**src/rtl/dcache_pkg.sv**
```systemverilog
`default_nettype none
// ============================================================================
// Module      : dcache_pkg
// Description : Shared constants and address helpers for the data cache.
// Revision    : 1.0 - initial release
// ============================================================================
package dcache_pkg;

    // Controller states
    localparam logic [1:0] ST_IDLE    = 2'd0;
    localparam logic [1:0] ST_MISS_RD = 2'd1;
    localparam logic [1:0] ST_WR_THRU = 2'd2;

    // RV32 load/store funct3 encodings (stores reuse B/H/W)
    localparam logic [2:0] F3_B  = 3'b000;
    localparam logic [2:0] F3_H  = 3'b001;
    localparam logic [2:0] F3_W  = 3'b010;
    localparam logic [2:0] F3_BU = 3'b100;
    localparam logic [2:0] F3_HU = 3'b101;

    // Set index of a byte address: the bits just above the word offset.
    // Addresses are handled as 32 bits, so ADDR_WIDTH may not exceed 32.
    function automatic logic [31:0] line_index(input logic [31:0] addr,
                                               input int unsigned idx_bits);
        return (addr >> 2) & ((32'd1 << idx_bits) - 32'd1);
    endfunction

    // Tag of a byte address: everything above the set index.
    function automatic logic [31:0] line_tag(input logic [31:0] addr,
                                             input int unsigned idx_bits);
        return addr >> (2 + idx_bits);
    endfunction

endpackage
`default_nettype wire

```
**src/rtl/dcache_align.sv**
```systemverilog
`default_nettype none
// ============================================================================
// Module      : dcache_align
// Description : Byte-lane alignment for stores (strobe + replicated lanes)
//               and byte/half selection with sign/zero extension for loads.
// Revision    : 1.0 - initial release
// ============================================================================
module dcache_align
    import dcache_pkg::*;
(
    input  logic [2:0]  i_ctrl,
    input  logic [1:0]  i_addr_lo,
    input  logic [31:0] i_wdata,
    input  logic [31:0] i_rword,
    output logic [3:0]  o_wstrb,
    output logic [31:0] o_wlane,
    output logic [31:0] o_rdata
);

    logic [7:0]  w_byte;
    logic [15:0] w_half;
    logic        w_unsigned;

    // Halfword select ignores addr[0]; word accesses ignore both low bits
    assign w_byte     = i_rword[{i_addr_lo, 3'b000} +: 8];
    assign w_half     = i_rword[{i_addr_lo[1], 4'b0000} +: 16];
    assign w_unsigned = i_ctrl[2];

    // Width decode: strobe, lane replication and load extension
    always_comb begin
        o_wstrb = 4'b1111;
        o_wlane = i_wdata;
        o_rdata = i_rword;
        case (i_ctrl[1:0])
            F3_B[1:0]: begin
                o_wstrb = 4'b0001 << i_addr_lo;
                o_wlane = {4{i_wdata[7:0]}};
                o_rdata = w_unsigned ? {24'h0, w_byte} : {{24{w_byte[7]}}, w_byte};
            end
            F3_H[1:0]: begin
                o_wstrb = i_addr_lo[1] ? 4'b1100 : 4'b0011;
                o_wlane = {2{i_wdata[15:0]}};
                o_rdata = w_unsigned ? {16'h0, w_half} : {{16{w_half[15]}}, w_half};
            end
            default: ;
        endcase
    end

endmodule
`default_nettype wire

```
**src/rtl/data_cache.sv**
```systemverilog
`default_nettype none
// ============================================================================
// Module      : data_cache
// Description : Set-associative (1/2-way), write-through, no-write-allocate
//               data cache with one-word lines, flop storage, zero-latency
//               read hits and saturating hit/miss counters.
// Revision    : 1.0 - initial release
// ============================================================================
module data_cache
    import dcache_pkg::*;
#(
    parameter int DATA_WIDTH  = 32,
    parameter int ADDR_WIDTH  = 32,
    parameter int SETS        = 16,
    parameter int WAYS        = 2,
    parameter int COUNT_WIDTH = 16
) (
    input  logic                   clk,
    input  logic                   rst,
    input  logic                   cpu_req,
    input  logic                   cpu_we,
    input  logic [2:0]             cpu_ctrl,
    input  logic [ADDR_WIDTH-1:0]  cpu_addr,
    input  logic [DATA_WIDTH-1:0]  cpu_wdata,
    output logic [DATA_WIDTH-1:0]  cpu_rdata,
    output logic                   cpu_stall,
    input  logic                   flush,
    output logic                   mem_req,
    output logic                   mem_we,
    output logic [ADDR_WIDTH-3:0]  mem_addr,
    output logic [DATA_WIDTH-1:0]  mem_wdata,
    output logic [3:0]             mem_wstrb,
    input  logic [DATA_WIDTH-1:0]  mem_rdata,
    input  logic                   mem_ack,
    output logic [COUNT_WIDTH-1:0] hit_count,
    output logic [COUNT_WIDTH-1:0] miss_count
);

    localparam int IDX_W = $clog2(SETS);
    localparam int TAG_W = ADDR_WIDTH - 2 - IDX_W;

    // Storage
    logic                  r_valid [WAYS][SETS];
    logic [TAG_W-1:0]      r_tag   [WAYS][SETS];
    logic [DATA_WIDTH-1:0] r_data  [WAYS][SETS];

    logic [1:0]             r_state;
    logic                   r_victim;
    logic                   r_mem_req;
    logic                   r_mem_we;
    logic [ADDR_WIDTH-3:0]  r_mem_addr;
    logic [DATA_WIDTH-1:0]  r_mem_wdata;
    logic [3:0]             r_mem_wstrb;
    logic [COUNT_WIDTH-1:0] r_hit_cnt;
    logic [COUNT_WIDTH-1:0] r_miss_cnt;

    logic [IDX_W-1:0]      w_idx;
    logic [TAG_W-1:0]      w_tag;
    logic [WAYS-1:0]       w_hit_way;
    logic                  w_hit_sel;
    logic [DATA_WIDTH-1:0] w_hit_word;
    logic                  w_victim;
    logic                  w_lru_cur;
    logic                  w_hit;
    logic                  w_idle;
    logic                  w_ld_hit;
    logic                  w_ld_miss;
    logic                  w_st;
    logic                  w_st_hit;
    logic                  w_fill;
    logic                  w_lru_we;
    logic                  w_lru_val;
    logic [DATA_WIDTH-1:0] w_rword;
    logic [3:0]            w_wstrb;
    logic [DATA_WIDTH-1:0] w_wlane;
    logic [DATA_WIDTH-1:0] w_ext;

    assign w_idx = IDX_W'(line_index(32'(cpu_addr), IDX_W));
    assign w_tag = TAG_W'(line_tag(32'(cpu_addr), IDX_W));

    // Tag compare across ways and victim choice (first invalid, else LRU)
    always_comb begin
        w_hit_way  = '0;
        w_hit_sel  = 1'b0;
        w_hit_word = '0;
        w_victim   = w_lru_cur;
        for (int w = 0; w < WAYS; w++) begin
            if (r_valid[w][w_idx] && (r_tag[w][w_idx] == w_tag)) begin
                w_hit_way[w] = 1'b1;
                w_hit_sel    = 1'(w);
                w_hit_word   = r_data[w][w_idx];
            end
        end
        for (int w = WAYS - 1; w >= 0; w--) begin
            if (!r_valid[w][w_idx]) begin
                w_victim = 1'(w);
            end
        end
        // A flush in the same cycle empties the set before the fill lands
        if (flush) begin
            w_victim = 1'b0;
        end
    end

    // A flush coinciding with a request makes the lookup see empty storage
    assign w_hit     = (|w_hit_way) && !flush;
    assign w_idle    = (r_state == ST_IDLE);
    assign w_ld_hit  = w_idle && cpu_req && !cpu_we && w_hit;
    assign w_ld_miss = w_idle && cpu_req && !cpu_we && !w_hit;
    assign w_st      = w_idle && cpu_req && cpu_we;
    assign w_st_hit  = w_st && w_hit;
    assign w_fill    = (r_state == ST_MISS_RD) && mem_ack;

    assign w_lru_we  = w_ld_hit || w_fill;
    assign w_lru_val = w_ld_hit ? ~w_hit_sel : ~r_victim;

    // The core holds its inputs during a stall, so the fill reuses cpu_addr
    assign w_rword = (r_state == ST_MISS_RD) ? mem_rdata : w_hit_word;

    dcache_align u_align (
        .i_ctrl    (cpu_ctrl),
        .i_addr_lo (cpu_addr[1:0]),
        .i_wdata   (cpu_wdata),
        .i_rword   (w_rword),
        .o_wstrb   (w_wstrb),
        .o_wlane   (w_wlane),
        .o_rdata   (w_ext)
    );

    assign cpu_stall  = w_idle ? (cpu_req && !w_ld_hit) : !mem_ack;
    assign cpu_rdata  = (w_ld_hit || w_fill) ? w_ext : '0;
    assign mem_req    = r_mem_req;
    assign mem_we     = r_mem_we;
    assign mem_addr   = r_mem_addr;
    assign mem_wdata  = r_mem_wdata;
    assign mem_wstrb  = r_mem_wstrb;
    assign hit_count  = r_hit_cnt;
    assign miss_count = r_miss_cnt;

    generate
        if (WAYS == 2) begin : g_lru
            logic r_lru [SETS];

            // One LRU bit per set, naming the way to evict next
            always_ff @(posedge clk) begin
                if (!rst) begin
                    for (int s = 0; s < SETS; s++) begin
                        r_lru[s] <= 1'b0;
                    end
                end else if (w_lru_we) begin
                    r_lru[w_idx] <= w_lru_val;
                end
            end

            assign w_lru_cur = r_lru[w_idx];
        end else begin : g_no_lru
            assign w_lru_cur = 1'b0;
        end
    endgenerate

    // Valid bits: reset/flush clear everything, a completed fill sets one
    always_ff @(posedge clk) begin
        if (!rst || (w_idle && flush)) begin
            for (int w = 0; w < WAYS; w++) begin
                for (int s = 0; s < SETS; s++) begin
                    r_valid[w][s] <= 1'b0;
                end
            end
        end else if (w_fill) begin
            for (int w = 0; w < WAYS; w++) begin
                if (r_victim == 1'(w)) begin
                    r_valid[w][w_idx] <= 1'b1;
                end
            end
        end
    end

    // Tag/data: line fill on read ack, byte merge on an accepted store hit
    always_ff @(posedge clk) begin
        for (int w = 0; w < WAYS; w++) begin
            if (w_fill && (r_victim == 1'(w))) begin
                r_tag[w][w_idx]  <= w_tag;
                r_data[w][w_idx] <= mem_rdata;
            end else if (w_st_hit && w_hit_way[w]) begin
                for (int b = 0; b < 4; b++) begin
                    if (w_wstrb[b]) begin
                        r_data[w][w_idx][8*b +: 8] <= w_wlane[8*b +: 8];
                    end
                end
            end
        end
    end

    // Controller FSM, registered memory request and saturating counters
    always_ff @(posedge clk) begin
        if (!rst) begin
            r_state     <= ST_IDLE;
            r_victim    <= 1'b0;
            r_mem_req   <= 1'b0;
            r_mem_we    <= 1'b0;
            r_mem_addr  <= '0;
            r_mem_wdata <= '0;
            r_mem_wstrb <= 4'b0000;
            r_hit_cnt   <= '0;
            r_miss_cnt  <= '0;
        end else begin
            case (r_state)
                ST_IDLE: begin
                    if (w_st) begin
                        r_state     <= ST_WR_THRU;
                        r_mem_req   <= 1'b1;
                        r_mem_we    <= 1'b1;
                        r_mem_addr  <= cpu_addr[ADDR_WIDTH-1:2];
                        r_mem_wdata <= w_wlane;
                        r_mem_wstrb <= w_wstrb;
                    end else if (w_ld_miss) begin
                        r_state     <= ST_MISS_RD;
                        r_victim    <= w_victim;
                        r_mem_req   <= 1'b1;
                        r_mem_we    <= 1'b0;
                        r_mem_addr  <= cpu_addr[ADDR_WIDTH-1:2];
                        r_mem_wstrb <= 4'b0000;
                    end
                end
                ST_MISS_RD, ST_WR_THRU: begin
                    if (mem_ack) begin
                        r_state     <= ST_IDLE;
                        r_mem_req   <= 1'b0;
                        r_mem_we    <= 1'b0;
                        r_mem_wstrb <= 4'b0000;
                    end
                end
                default: r_state <= ST_IDLE;
            endcase

            if ((w_ld_hit || w_st_hit) && (r_hit_cnt != {COUNT_WIDTH{1'b1}})) begin
                r_hit_cnt <= r_hit_cnt + 1'b1;
            end
            if (w_ld_miss && (r_miss_cnt != {COUNT_WIDTH{1'b1}})) begin
                r_miss_cnt <= r_miss_cnt + 1'b1;
            end
        end
    end

endmodule
`default_nettype wire

```
**config.mk**
```make
export PLATFORM = sky130hd
export DESIGN_NAME = data_cache
export DESIGN_NICKNAME = d
export VERILOG_FILES = /design/src/rtl/dcache_pkg.sv /design/src/rtl/dcache_align.sv /design/src/rtl/data_cache.sv
export SDC_FILE = /design/constraint.sdc
export NUM_CORES = 2
export LEC_CHECK = 0
export CAP_MARGIN = 0
export CORE_MARGIN = 1.5
export CORE_UTILIZATION = 30
export DETAILED_ROUTE_END_ITERATION = 10
export PLACE_DENSITY = 0.45
export SYNTH_ARGS = -nofsm -noshare
export SYNTH_HDL_FRONTEND = slang
export SYNTH_SLANG_ARGS = --single-unit
```
**constraint.sdc**
```tcl
create_clock -name clk -period 8.85 [get_ports clk]
set_input_delay 1.77 -clock clk [delete_from_list [all_inputs] [get_ports clk]]
set_output_delay 1.77 -clock clk [all_outputs]
set_load 0.01 [all_outputs]
```
==> metrics.cfg <==
[place]
gp_congestion=0.891
dp.cells=10700
placed_area_sq_um=102000
dpl_worst_slack_ns=-0.0923
dpl.hpwl_mm=221
portBuffers=237

[worst_hold_path]
hold_start=mem_wdata[6]
hold_end=mem_wdata[6]
hp-class=reg2reg
min_path_cells=2

[power]
ir_drop_uv=160
p_leak_nw=36.5
power.internal_mw=16.7
p_seq_frac=0.470
switching_share=0.245
power_frac_comb=0.094
switchingPower_mw=5.43
p_clk_frac=0.436
p_per_area_nw_per_um2=202

[setup_path]
cp_max_fo=38
cp.required_ns=7.08
ff2ff_path_depth=12
critPathLaunchType=input pin
r2r_start=r_tag[0][811]
reg2reg_setup_slack_ns=3.54
r2r_end=r_data[1][436]
path_class=in2out
endpoint_kind=output pin
cp.arrival_ns=6.85

[grt]
grt-ovfl-total=0
antenna_found_initial=14
grt_pass1_vias=59000
grt_max_degree=91
grt_pass1_wl_mm=478
grtUsageTotal=0.211

[floorplanning]
start_util=0.301
die_w_um=565
num_rows=206
core_sq_um=314000
die_y_um=565
die_area_sq_um=319000
ios=238

[yosys]
synth-seq-area-share=0.621
synth.avg_cell_area_sq_um=14.3
synth_top_area_share=0.589
synth_top_area_cell=edfxtp_1
syn-num-nets=6726
yosys_warnings=0
synth_area_leaders=edfxtp_1, mux4_2, mux2_2, dfxtp_1, nand2_1
synth-edff-count=1856
synthCells=6616
syn_area_sq_um=94700
ys_types=97
ys_ff_latch=2007
async_flop_share=0
synthFlopType=edfxtp_1

[final_layout]
num-fill-cells=30200
nets=6897
syn_to_final_growth_pct=15.8
layout_commonest_cell=edfxtp_1
final_cells=11200
drive_above_1_share=0.256
post-route-cell-area_sq_um=110000
mostFrequentLayoutCells=edfxtp_1, nand2_1, mux4_2

[drt]
post_drt_wl_per_cell_um=30.9
drtIter0Drc=6779
wirelength_mm=344
drc=0
ant_nets=0
routed_via_density=5.40
first_pass_iters=6
num_vias=60200

[clock_network]
cts_tree=yes
ctsHtreeMaxLevel=4
clk_path_buf_depth=4
cts.sink_count=2007
cts-root-buf=clkbuf_16
clkLatencyLatePin_ns=0.93
clk_pin_slew_worst_paths_ns=0.06
cts-buffers-inserted=232
postCtsHoldBufs=0

[timing]
period_minus_slack_ns=8.62
fin_ws_ns=0.233
tns_ns=0
slew_viol_final=0
rsz0062_at_grt=false
maxSlewHeadroom=0.144
fin_crit_sh=0.974
hold_viol_final=0
tightest_slew_ns=1.28
finClkSkew_ns=0.0717
finalSetupViolations=0
fmax_ghz=0.116

[job]
cap_violations=0

[run_status]
status=complete, no violations

## worst max-delay path by stage
| stage | from | end | cells after the start |
|---|---|---|---|
| 2_1_floorplan | cpu_addr[3] | cpu_rdata[4] | 16 |
| 3_3_place_gp | cpu_addr[3] | cpu_rdata[3] | 16 |
| 3_5_place_dp | cpu_addr[2] | cpu_rdata[18] | 16 |
| 4_1_cts | cpu_addr[2] | cpu_rdata[3] | 16 |
| 5_1_grt | cpu_addr[2] | cpu_rdata[3] | 17 |
| 6_report | cpu_addr[2] | cpu_rdata[3] | 17 |
## critical path, cell delays in order
cell	delay, ns
buf_8	0.33
buf_12	0.29
mux4_2	0.53
a22o_1	0.24
a221oi_1	0.53
buf_4	0.26
a2111oi_2	0.05
buf_4	0.17
and3_1	0.20
nand3_2	0.28
buf_4	0.34
nand3_1	0.16
a31oi_2	0.24
o22ai_1	0.09
o41ai_1	0.51
buf_4	0.20
clkdlybuf4s50_1	0.53
## power by group through the flow
stage / Combinational [mW] / Clock [mW] / Sequential (mW)
floorplan: 1.11 / 0 / 10.6
global placement: 2.05 / 0 / 10.6
detailed placement: 2.07 / 0 / 10.6
CTS: 2.08 / 9.81 / 10.4
global route: 2.19 / 10.2 / 10.4
finish: 2.08 / 9.66 / 10.4
## per-layer routing
layer,wire length [um],up-vias,track usage,share of wire
met4,7680,4,0.0486,0.022
met2,163000,2400,0.345,0.47
li1,-,25800,-,-
met3,22100,397,0.0316,0.064
met5,18,-,0,0.000052
met1,152000,31600,0.296,0.44
## stage by stage
| stage | hold WS [ns] | power [mW] | utilization |
|---|---|---|---|
| 2_1_floorplan | 0.435 | 11.7 | - |
| 3_3_place_gp | 0.442 | 12.7 | 0.325 |
| 3_5_place_dp | 0.449 | 12.7 | 0.325 |
| 4_1_cts | 0.459 | 22.3 | 0.348 |
| 5_1_grt | 0.470 | 22.8 | 0.349 |
| 6_report | 0.458 | 22.2 | 0.349 |
## kinds of logic (layout without fill, tap and decap cells)
group                    after synthesis  in the layout  synth area share
XOR/XNOR                              78             78           0.00722
adder cells (fa/ha/maj)                5              5          0.000661
AO/OA/AOI/OAI                       1240           1240            0.0766
other                                  0             13                 0
multiplexers                        1116           1116             0.185
flip-flops                          2007           2007             0.621
buffers and inverters                661           1023            0.0335
AND/OR/NAND/NOR                     1509           1509            0.0762
## registers in the layout, summed over array words and instances, names as in the netlist
| register | count |
|---|---|
| r_tag | 832 |
| g_lru.r_lru | 16 |
| mem_wdata | 32 |
| mem_addr | 30 |
| r_state | 2 |
| miss_count | 16 |
| r_data | 1024 |
| mem_wstrb | 4 |
| hit_count | 16 |
| r_valid | 32 |
| r_victim | 1 |
| mem_req | 1 |
| mem_we | 1 |
## Yosys cell counts (7+ instances only)
| library cell | count |
|---|---|
| a22oi_1 | 45 |
| edfxtp_1 | 1856 |
| xor2_1 | 18 |
| clkbuf_1 | 370 |
| o211ai_1 | 10 |
| buf_6 | 44 |
| and2_1 | 25 |
| nor3_1 | 57 |
| nand2_1 | 694 |
| xnor2_1 | 60 |
| o22ai_1 | 56 |
| nor2_8 | 32 |
| a221oi_1 | 11 |
| buf_2 | 85 |
| mux4_2 | 461 |
| or3_1 | 14 |
| o2bb2ai_1 | 9 |
| a21oi_1 | 421 |
| nor2b_1 | 25 |
| a21oi_2 | 28 |
| a31oi_1 | 16 |
| mux2_2 | 438 |
| o32ai_1 | 13 |
| and3_1 | 36 |
| o21ai_1 | 18 |
| nand2b_1 | 27 |
| o21a_1 | 40 |
| a211oi_1 | 27 |
| o21ai_0 | 449 |
| and4_1 | 7 |
| o31ai_1 | 11 |
| nor2_1 | 404 |
| nor2_4 | 20 |
| nand3_1 | 78 |
| nor2_2 | 22 |
| inv_1 | 52 |
| buf_1 | 53 |
| nand4_1 | 17 |
| buf_4 | 46 |
| dfxtp_1 | 151 |
| o31a_1 | 11 |
| mux2i_1 | 210 |
| a2bb2oi_1 | 7 |
| nor4_1 | 15 |
## cell type report
class	count	area (sq um)	share of cell area
inverter	57	221	0.00202
timing repair buffer	541	4760	0.0434
antenna	13	32.5	0.000297
multi-input combinational	3948	33200	0.303
sequential	2007	58800	0.536
clock buffer	306	6370	0.0581
tap	4160	5200	0.0475
clock inverter	119	1130	0.0103
## timing repair
item / CTS / global route
gates resized for setup: 1 / 4
pin swaps: 0 / 1
cloned: 0 / 1
buffers inserted: 0 / 1
setup endpoints to repair: 25 / 25
Note: power is estimated with default switching activity, not from simulation.
